## src/rtl/sram_dp_cfg_if.sv

```systemverilog
// Bus bundle for sram_dp_cfg: user write port, read port and serial config loader.
// The master drives the requests and the slave (the memory) returns data and status.
interface sram_dp_cfg_if #(
  parameter int ADDR_WIDTH = 4,
  parameter int DATA_WIDTH = 8
);
  logic                  we;
  logic [ADDR_WIDTH-1:0] waddr;
  logic [DATA_WIDTH-1:0] wdata;
  logic [DATA_WIDTH-1:0] wmask;
  logic                  re;
  logic [ADDR_WIDTH-1:0] raddr;
  logic [DATA_WIDTH-1:0] rdata;
  logic                  rvalid;
  logic                  cfg_start;
  logic                  cfg_en;
  logic                  cfg_din;
  logic                  cfg_busy;
  logic                  cfg_done;

  modport master (
    output we, waddr, wdata, wmask, re, raddr, cfg_start, cfg_en, cfg_din,
    input  rdata, rvalid, cfg_busy, cfg_done
  );

  modport slave (
    input  we, waddr, wdata, wmask, re, raddr, cfg_start, cfg_en, cfg_din,
    output rdata, rvalid, cfg_busy, cfg_done
  );
endinterface

```

## src/rtl/sram_dp_cfg.sv

```systemverilog
// Simple-dual-port configuration SRAM with per-bit write mask, registered read
// (latency 1 or 2), selectable read-during-write policy and an LSB-first serial loader.
module sram_dp_cfg #(
  parameter int ADDR_WIDTH   = 4,
  parameter int DATA_WIDTH   = 8,
  parameter int READ_LATENCY = 1,
  parameter int RDW_MODE     = 0
) (
  input  logic          clk,
  input  logic          rst_n,
  sram_dp_cfg_if.slave  bus
);
  localparam int DEPTH = 2 ** ADDR_WIDTH;
  localparam int BIT_W = (DATA_WIDTH > 1) ? $clog2(DATA_WIDTH) : 1;
  localparam logic [BIT_W-1:0] LAST_BIT = BIT_W'(DATA_WIDTH - 1);

  typedef enum logic [1:0] {IDLE, SHIFT, DONE} state_e;

  state_e                state_q, state_d;
  logic [BIT_W-1:0]      bit_cnt_q, bit_cnt_d;
  logic [ADDR_WIDTH-1:0] word_cnt_q, word_cnt_d;
  logic [DATA_WIDTH-1:0] sreg_q, sreg_d;
  logic [DATA_WIDTH-1:0] mem_q [DEPTH];

  logic [DATA_WIDTH-1:0] shifted;
  logic                  ld_we;
  logic                  busy;
  logic                  wr_en;
  logic [ADDR_WIDTH-1:0] wr_addr;
  logic [DATA_WIDTH-1:0] wr_data;
  logic [DATA_WIDTH-1:0] wr_mask;
  logic [DATA_WIDTH-1:0] wr_word;
  logic [DATA_WIDTH-1:0] rd_word;

  logic [DATA_WIDTH-1:0] rd1_q, rd1_d;
  logic                  vld1_q, vld1_d;

  assign busy = (state_q == SHIFT);

  always_comb begin
    state_d    = state_q;
    bit_cnt_d  = bit_cnt_q;
    word_cnt_d = word_cnt_q;
    sreg_d     = sreg_q;
    ld_we      = 1'b0;
    shifted    = {bus.cfg_din, sreg_q[DATA_WIDTH-1:1]};
    unique case (state_q)
      IDLE: begin
        if (bus.cfg_start) begin
          state_d    = SHIFT;
          bit_cnt_d  = '0;
          word_cnt_d = '0;
        end
      end
      SHIFT: begin
        if (bus.cfg_en) begin
          sreg_d = shifted;
          // The word is written on its last bit, so the write uses the shifted value.
          if (bit_cnt_q == LAST_BIT) begin
            ld_we      = 1'b1;
            bit_cnt_d  = '0;
            word_cnt_d = word_cnt_q + ADDR_WIDTH'(1);
            if (word_cnt_q == '1) begin
              state_d = DONE;
            end
          end else begin
            bit_cnt_d = bit_cnt_q + BIT_W'(1);
          end
        end
      end
      DONE:    state_d = IDLE;
      default: state_d = IDLE;
    endcase
  end

  always_comb begin
    wr_en   = ld_we | (bus.we & ~busy);
    wr_addr = ld_we ? word_cnt_q : bus.waddr;
    wr_data = ld_we ? shifted : bus.wdata;
    wr_mask = ld_we ? {DATA_WIDTH{1'b1}} : bus.wmask;
    wr_word = (mem_q[wr_addr] & ~wr_mask) | (wr_data & wr_mask);
  end

  // Old-data policy falls out of reading the array before the edge; new-data forwards the merge.
  always_comb begin
    rd_word = mem_q[bus.raddr];
    if ((RDW_MODE != 0) && wr_en && (wr_addr == bus.raddr)) begin
      rd_word = wr_word;
    end
    rd1_d  = bus.re ? rd_word : rd1_q;
    vld1_d = bus.re;
  end

  always_ff @(posedge clk) begin
    if (wr_en) begin
      mem_q[wr_addr] <= wr_word;
    end
  end

  always_ff @(posedge clk or negedge rst_n) begin
    if (!rst_n) begin
      state_q    <= IDLE;
      bit_cnt_q  <= '0;
      word_cnt_q <= '0;
      sreg_q     <= '0;
      rd1_q      <= '0;
      vld1_q     <= 1'b0;
    end else begin
      state_q    <= state_d;
      bit_cnt_q  <= bit_cnt_d;
      word_cnt_q <= word_cnt_d;
      sreg_q     <= sreg_d;
      rd1_q      <= rd1_d;
      vld1_q     <= vld1_d;
    end
  end

  if (READ_LATENCY == 2) begin : g_lat2
    logic [DATA_WIDTH-1:0] rd2_q, rd2_d;
    logic                  vld2_q, vld2_d;

    always_comb begin
      rd2_d  = vld1_q ? rd1_q : rd2_q;
      vld2_d = vld1_q;
    end

    always_ff @(posedge clk or negedge rst_n) begin
      if (!rst_n) begin
        rd2_q  <= '0;
        vld2_q <= 1'b0;
      end else begin
        rd2_q  <= rd2_d;
        vld2_q <= vld2_d;
      end
    end

    assign bus.rdata  = rd2_q;
    assign bus.rvalid = vld2_q;
  end else begin : g_lat1
    assign bus.rdata  = rd1_q;
    assign bus.rvalid = vld1_q;
  end

  assign bus.cfg_busy = busy;
  assign bus.cfg_done = (state_q == DONE);
endmodule

```

## src/flat_wrapper.sv

```systemverilog
// flat-port wrapper written by rule: the top's interface ports become plain ports
module sram_dp_cfg_flat 
#(
  parameter int ADDR_WIDTH   = 4,
  parameter int DATA_WIDTH   = 8,
  parameter int READ_LATENCY = 1,
  parameter int RDW_MODE     = 0
)
  (clk, rst_n, bus_we, bus_waddr, bus_wdata, bus_wmask, bus_re, bus_raddr, bus_cfg_start, bus_cfg_en, bus_cfg_din, bus_rdata, bus_rvalid, bus_cfg_busy, bus_cfg_done);
  sram_dp_cfg_if #(.ADDR_WIDTH(ADDR_WIDTH), .DATA_WIDTH(DATA_WIDTH)) bus_i ();
  input  logic clk;
  input  logic rst_n;
  input wire logic [$bits(bus_i.we)-1:0] bus_we;
  input wire logic [$bits(bus_i.waddr)-1:0] bus_waddr;
  input wire logic [$bits(bus_i.wdata)-1:0] bus_wdata;
  input wire logic [$bits(bus_i.wmask)-1:0] bus_wmask;
  input wire logic [$bits(bus_i.re)-1:0] bus_re;
  input wire logic [$bits(bus_i.raddr)-1:0] bus_raddr;
  input wire logic [$bits(bus_i.cfg_start)-1:0] bus_cfg_start;
  input wire logic [$bits(bus_i.cfg_en)-1:0] bus_cfg_en;
  input wire logic [$bits(bus_i.cfg_din)-1:0] bus_cfg_din;
  output wire logic [$bits(bus_i.rdata)-1:0] bus_rdata;
  output wire logic [$bits(bus_i.rvalid)-1:0] bus_rvalid;
  output wire logic [$bits(bus_i.cfg_busy)-1:0] bus_cfg_busy;
  output wire logic [$bits(bus_i.cfg_done)-1:0] bus_cfg_done;
  assign bus_i.we = bus_we;
  assign bus_i.waddr = bus_waddr;
  assign bus_i.wdata = bus_wdata;
  assign bus_i.wmask = bus_wmask;
  assign bus_i.re = bus_re;
  assign bus_i.raddr = bus_raddr;
  assign bus_i.cfg_start = bus_cfg_start;
  assign bus_i.cfg_en = bus_cfg_en;
  assign bus_i.cfg_din = bus_cfg_din;
  assign bus_rdata = bus_i.rdata;
  assign bus_rvalid = bus_i.rvalid;
  assign bus_cfg_busy = bus_i.cfg_busy;
  assign bus_cfg_done = bus_i.cfg_done;
  sram_dp_cfg #(.ADDR_WIDTH(ADDR_WIDTH), .DATA_WIDTH(DATA_WIDTH), .READ_LATENCY(READ_LATENCY), .RDW_MODE(RDW_MODE)) u_core (.clk(clk), .rst_n(rst_n), .bus(bus_i));
endmodule
```

## config.mk

```make
export PLATFORM = sky130hd
export DESIGN_NAME = sram_dp_cfg_flat
export DESIGN_NICKNAME = d
export VERILOG_FILES = /design/src/rtl/sram_dp_cfg_if.sv /design/src/rtl/sram_dp_cfg.sv /design/src/flat_wrapper.sv
export SDC_FILE = /design/constraint.sdc
export NUM_CORES = 1
export LEC_CHECK = 0
export ABC_CLOCK_PERIOD_IN_PS = 3200
export BUFFER_PORTS_ARGS = -buffer_cell sky130_fd_sc_hd__clkbuf_2
export CAP_MARGIN = 20
export CELL_PAD_IN_SITES_DETAIL_PLACEMENT = 1
export CELL_PAD_IN_SITES_GLOBAL_PLACEMENT = 2
export CORE_AREA = 3 3 141 129
export DETAILED_ROUTE_END_ITERATION = 6
export DIE_AREA = 0 0 144 132
export MAX_ROUTING_LAYER = met4
export PLACE_DENSITY = 0.88
export SYNTH_ARGS = -nofsm -noshare
export SYNTH_HDL_FRONTEND = slang
export SYNTH_SLANG_ARGS = --single-unit
```

## constraint.sdc

```tcl
create_clock -name clk -period 3.2 [get_ports clk]
set_input_delay 0.32 -clock clk [delete_from_list [all_inputs] [get_ports clk]]
set_output_delay 0.32 -clock clk [all_outputs]
set_load 0.01 [all_outputs]
```

==> results.json <==
{
  "required_ps": 3330,
  "place_area_um2": 8180,
  "cts_buffers": 17,
  "worst_pin_slew_ps": 738,
  "top_usage_layer": "met2",
  "postSynthAreaPerCell_um2": 14.4,
  "die_area_um2": 19000,
  "vdd_drop_max_mv": 0.259,
  "hold_ws_ps": 153,
  "syn_inst": 512,
  "final_cells": 834,
  "p_leak_nw": 3.24,
  "post-place-cells": 800,
  "clk_latency_ps": 440,
  "fmax_mhz": 322,
  "drc": 0,
  "grt.total_usage_pct": 24.7,
  "post_drt_wl_per_cell_um": 27.3,
  "synth.net_count": 546,
  "drt_iter0_drc": 601,
  "worst_slack_ps": 95.9,
  "syn_area_um2": 7370,
  "clk_path_buf_depth": 2,
  "grt_use_met1_pct": 31.4,
  "hold_path.class": "in2reg",
  "die-height_um": 132,
  "nets": 648,
  "min_period_over_period_pct": 97.0,
  "gp_congestion": 0.903,
  "area_delta_synth_final_pct": 19.8,
  "fillCellCount": 1670,
  "ff2ff_setup_slack_ps": 100,
  "cts_tree": "yes",
  "grt_max_degree": 33,
  "grt_pass1_wl_um": 32800,
  "setup_viol": 0,
  "grt_use_met2_pct": 38.4,
  "relSlewSlack_pct": 50.2,
  "synth.yosys.seq_area_share_pct": 60.7,
  "die_w_um": 144,
  "detailedRoute.firstPassIterationCount": 4,
  "cts_num_sinks": 153,
  "detail-route-antenna-nets": 0,
  "via_count": 5152,
  "mostFrequentLayoutCell": "edfxtp_1",
  "drive_above_1_share_pct": 33.1,
  "rows": 45,
  "first_global_vias": 5305,
  "cts_max_level": 4,
  "synth.distinct_cells": 43,
  "critPathKind": "reg2reg",
  "final_cell_mix": "edfxtp_1, nand2_1, buf_4",
  "diodes": 0,
  "grt.overflow.total": 0,
  "portBuffers": 41,
  "period_needed_ps": 3100,
  "dpl.hpwl_um": 16100,
  "crit_fanout": 8,
  "drt-total-wl_um": 22800,
  "cts_root_buffer": "clkbuf_16",
  "fin_util_pct": 52.4,
  "max_cap_viol_count": 0,
  "pin_count": 42,
  "drv_slew": 0,
  "cp.arrival_ps": 3230,
  "ys_seq_elements": 153,
  "cts.clk_slew.worst_paths_ps": 60,
  "grtUsageMet3_pct": 6.02,
  "start_util_pct": 43.8,
  "multi_input_comb_area_um2": 2790,
  "core_um2": 16800,
  "crit_path_end_kind": "register",
  "outcome": "completed",
  "cp-start-kind": "register",
  "yosys_warnings": 0,
  "finClkSkew_ps": 12.1,
  "seqCellArea_um2": 4470,
  "routed_via_density": 6.18,
  "timing_hold_violations_final": 0,
  "dp_slack_ps": -61.6,
  "grt_antenna_before_repair": 0,
  "final_cell_area_um2": 8820,
  "powerDensity_nw_per_um2": 568
}
-- registers in the layout (all words and copies together) (netlist names) --
signal / count
u_core.sreg_q: 7
u_core.bus.rvalid: 1
u_core.bus.rdata: 8
u_core.bit_cnt_q: 3
u_core.word_cnt_q: 4
u_core.state_q: 2
u_core.mem_q: 128
-- layout make-up --
type                            count  area share [%]
Clock buffer                       17            4.82
Clock inverter                     11            1.25
Inverter                            4           0.170
Multi-Input combinational cell    329            31.6
Sequential cell                   153            50.7
Tap cell                          211            2.99
Timing Repair Buffer              109            8.55
-- path summary, 6_finish.rpt --
path	start	end	cells past startpoint
min reg2reg	u_core.bit_cnt_q[0]	u_core.bit_cnt_q[0]	1
max	u_core.bit_cnt_q[0]	u_core.mem_q[1][3]	8
max in group asynchronous	rst_n	u_core.bus.rdata[2]	2
min	bus_re	u_core.bus.rvalid	1
max reg2reg	u_core.bit_cnt_q[0]	u_core.mem_q[1][3]	8
min in group asynchronous	rst_n	u_core.bit_cnt_q[2]	2
-- cells in the mapped netlist (all sizes together) --
cell type / number / area (um^2)
a41oi: 1 / 8.76
nand3: 9 / 45.0
mux2: 20 / 233
nor4: 5 / 31.3
nor3: 3 / 15.0
mux4: 44 / 1000
o22ai: 6 / 37.5
nor2b: 1 / 6.26
a31oi: 3 / 18.8
a211oi: 1 / 7.51
xnor2: 1 / 8.76
nand2b: 5 / 31.3
nand2: 80 / 300
inv: 4 / 15.0
nor3b: 2 / 15.0
o31ai: 1 / 7.51
buf: 21 / 140
dfrtp: 25 / 626
a2111oi: 3 / 26.3
nand4: 2 / 12.5
and2b: 1 / 7.51
a32o: 1 / 10.0
a21oi: 37 / 185
edfxtp: 128 / 3840
ha: 3 / 37.5
or2b: 1 / 7.51
and4b: 1 / 10.0
nor2: 36 / 135
o21ai: 16 / 80.1
o221ai: 5 / 43.8
clkbuf: 7 / 26.3
nand4b: 2 / 23.8
mux2i: 28 / 300
nand3b: 9 / 67.6
-- layer usage --
| metal | share of wire (%) | routed length (um) |
|---|---|---|
| met4 | 3.7 | 841 |
| met1 | 41 | 9440 |
| met2 | 48 | 11000 |
| met3 | 6.5 | 1480 |
| met5 | 0 | 0 |
-- kinds of logic after synthesis --
group                    Yosys count  synth area share [%]
AO/OA/AOI/OAI                     74                  5.78
adder cells (fa/ha/maj)            3                 0.510
AND/OR/NAND/NOR                  157                  9.61
flip-flops                       153                  60.7
buffers and inverters             32                  2.46
XOR/XNOR                           1                 0.119
multiplexers                      92                  20.8
-- what timing repair did --
| item | 4_1_cts | 5_1_grt |
|---|---|---|
| pin swaps | 0 | 2 |
| buffers inserted | 0 | 3 |
| gates resized for setup | 1 | 14 |
| endpoints found under the setup margin | 16 | 124 |
| hold buffers | 1 | 0 |
| hold endpoints to repair | 25 | 0 |
| gates cloned | 0 | 2 |
-- worst max-delay path, cell delays in order, from the launching register on --
cell,delay (ps)
dfrtp_1,400
ha_1,210
ha_1,210
nand4b_2,130
mux2i_4,370
buf_4,180
mux4_1,620
a2111oi_4,480
a21oi_2,190
-- through the flow --
| stage | power, mW | setup TNS [ps] |
|---|---|---|
| 6_report | 5.01 | 0 |
| 4_1_cts | 4.98 | 0 |
| 3_5_place_dp | 3.13 | -982 |
| 3_3_place_gp | 3.10 | 0 |
| 2_1_floorplan | 2.84 | 0 |
| 5_1_grt | 5.20 | -221 |
-- where the power goes --
part | internal (mW) | switching (mW) | total, mW
combinational | 0.311 | 0.440 | 0.751
sequential | 2.31 | 0.0792 | 2.39
clock | 1.11 | 0.751 | 1.86
total | 3.74 | 1.27 | 5.01
(Power assumes the default switching activity.)
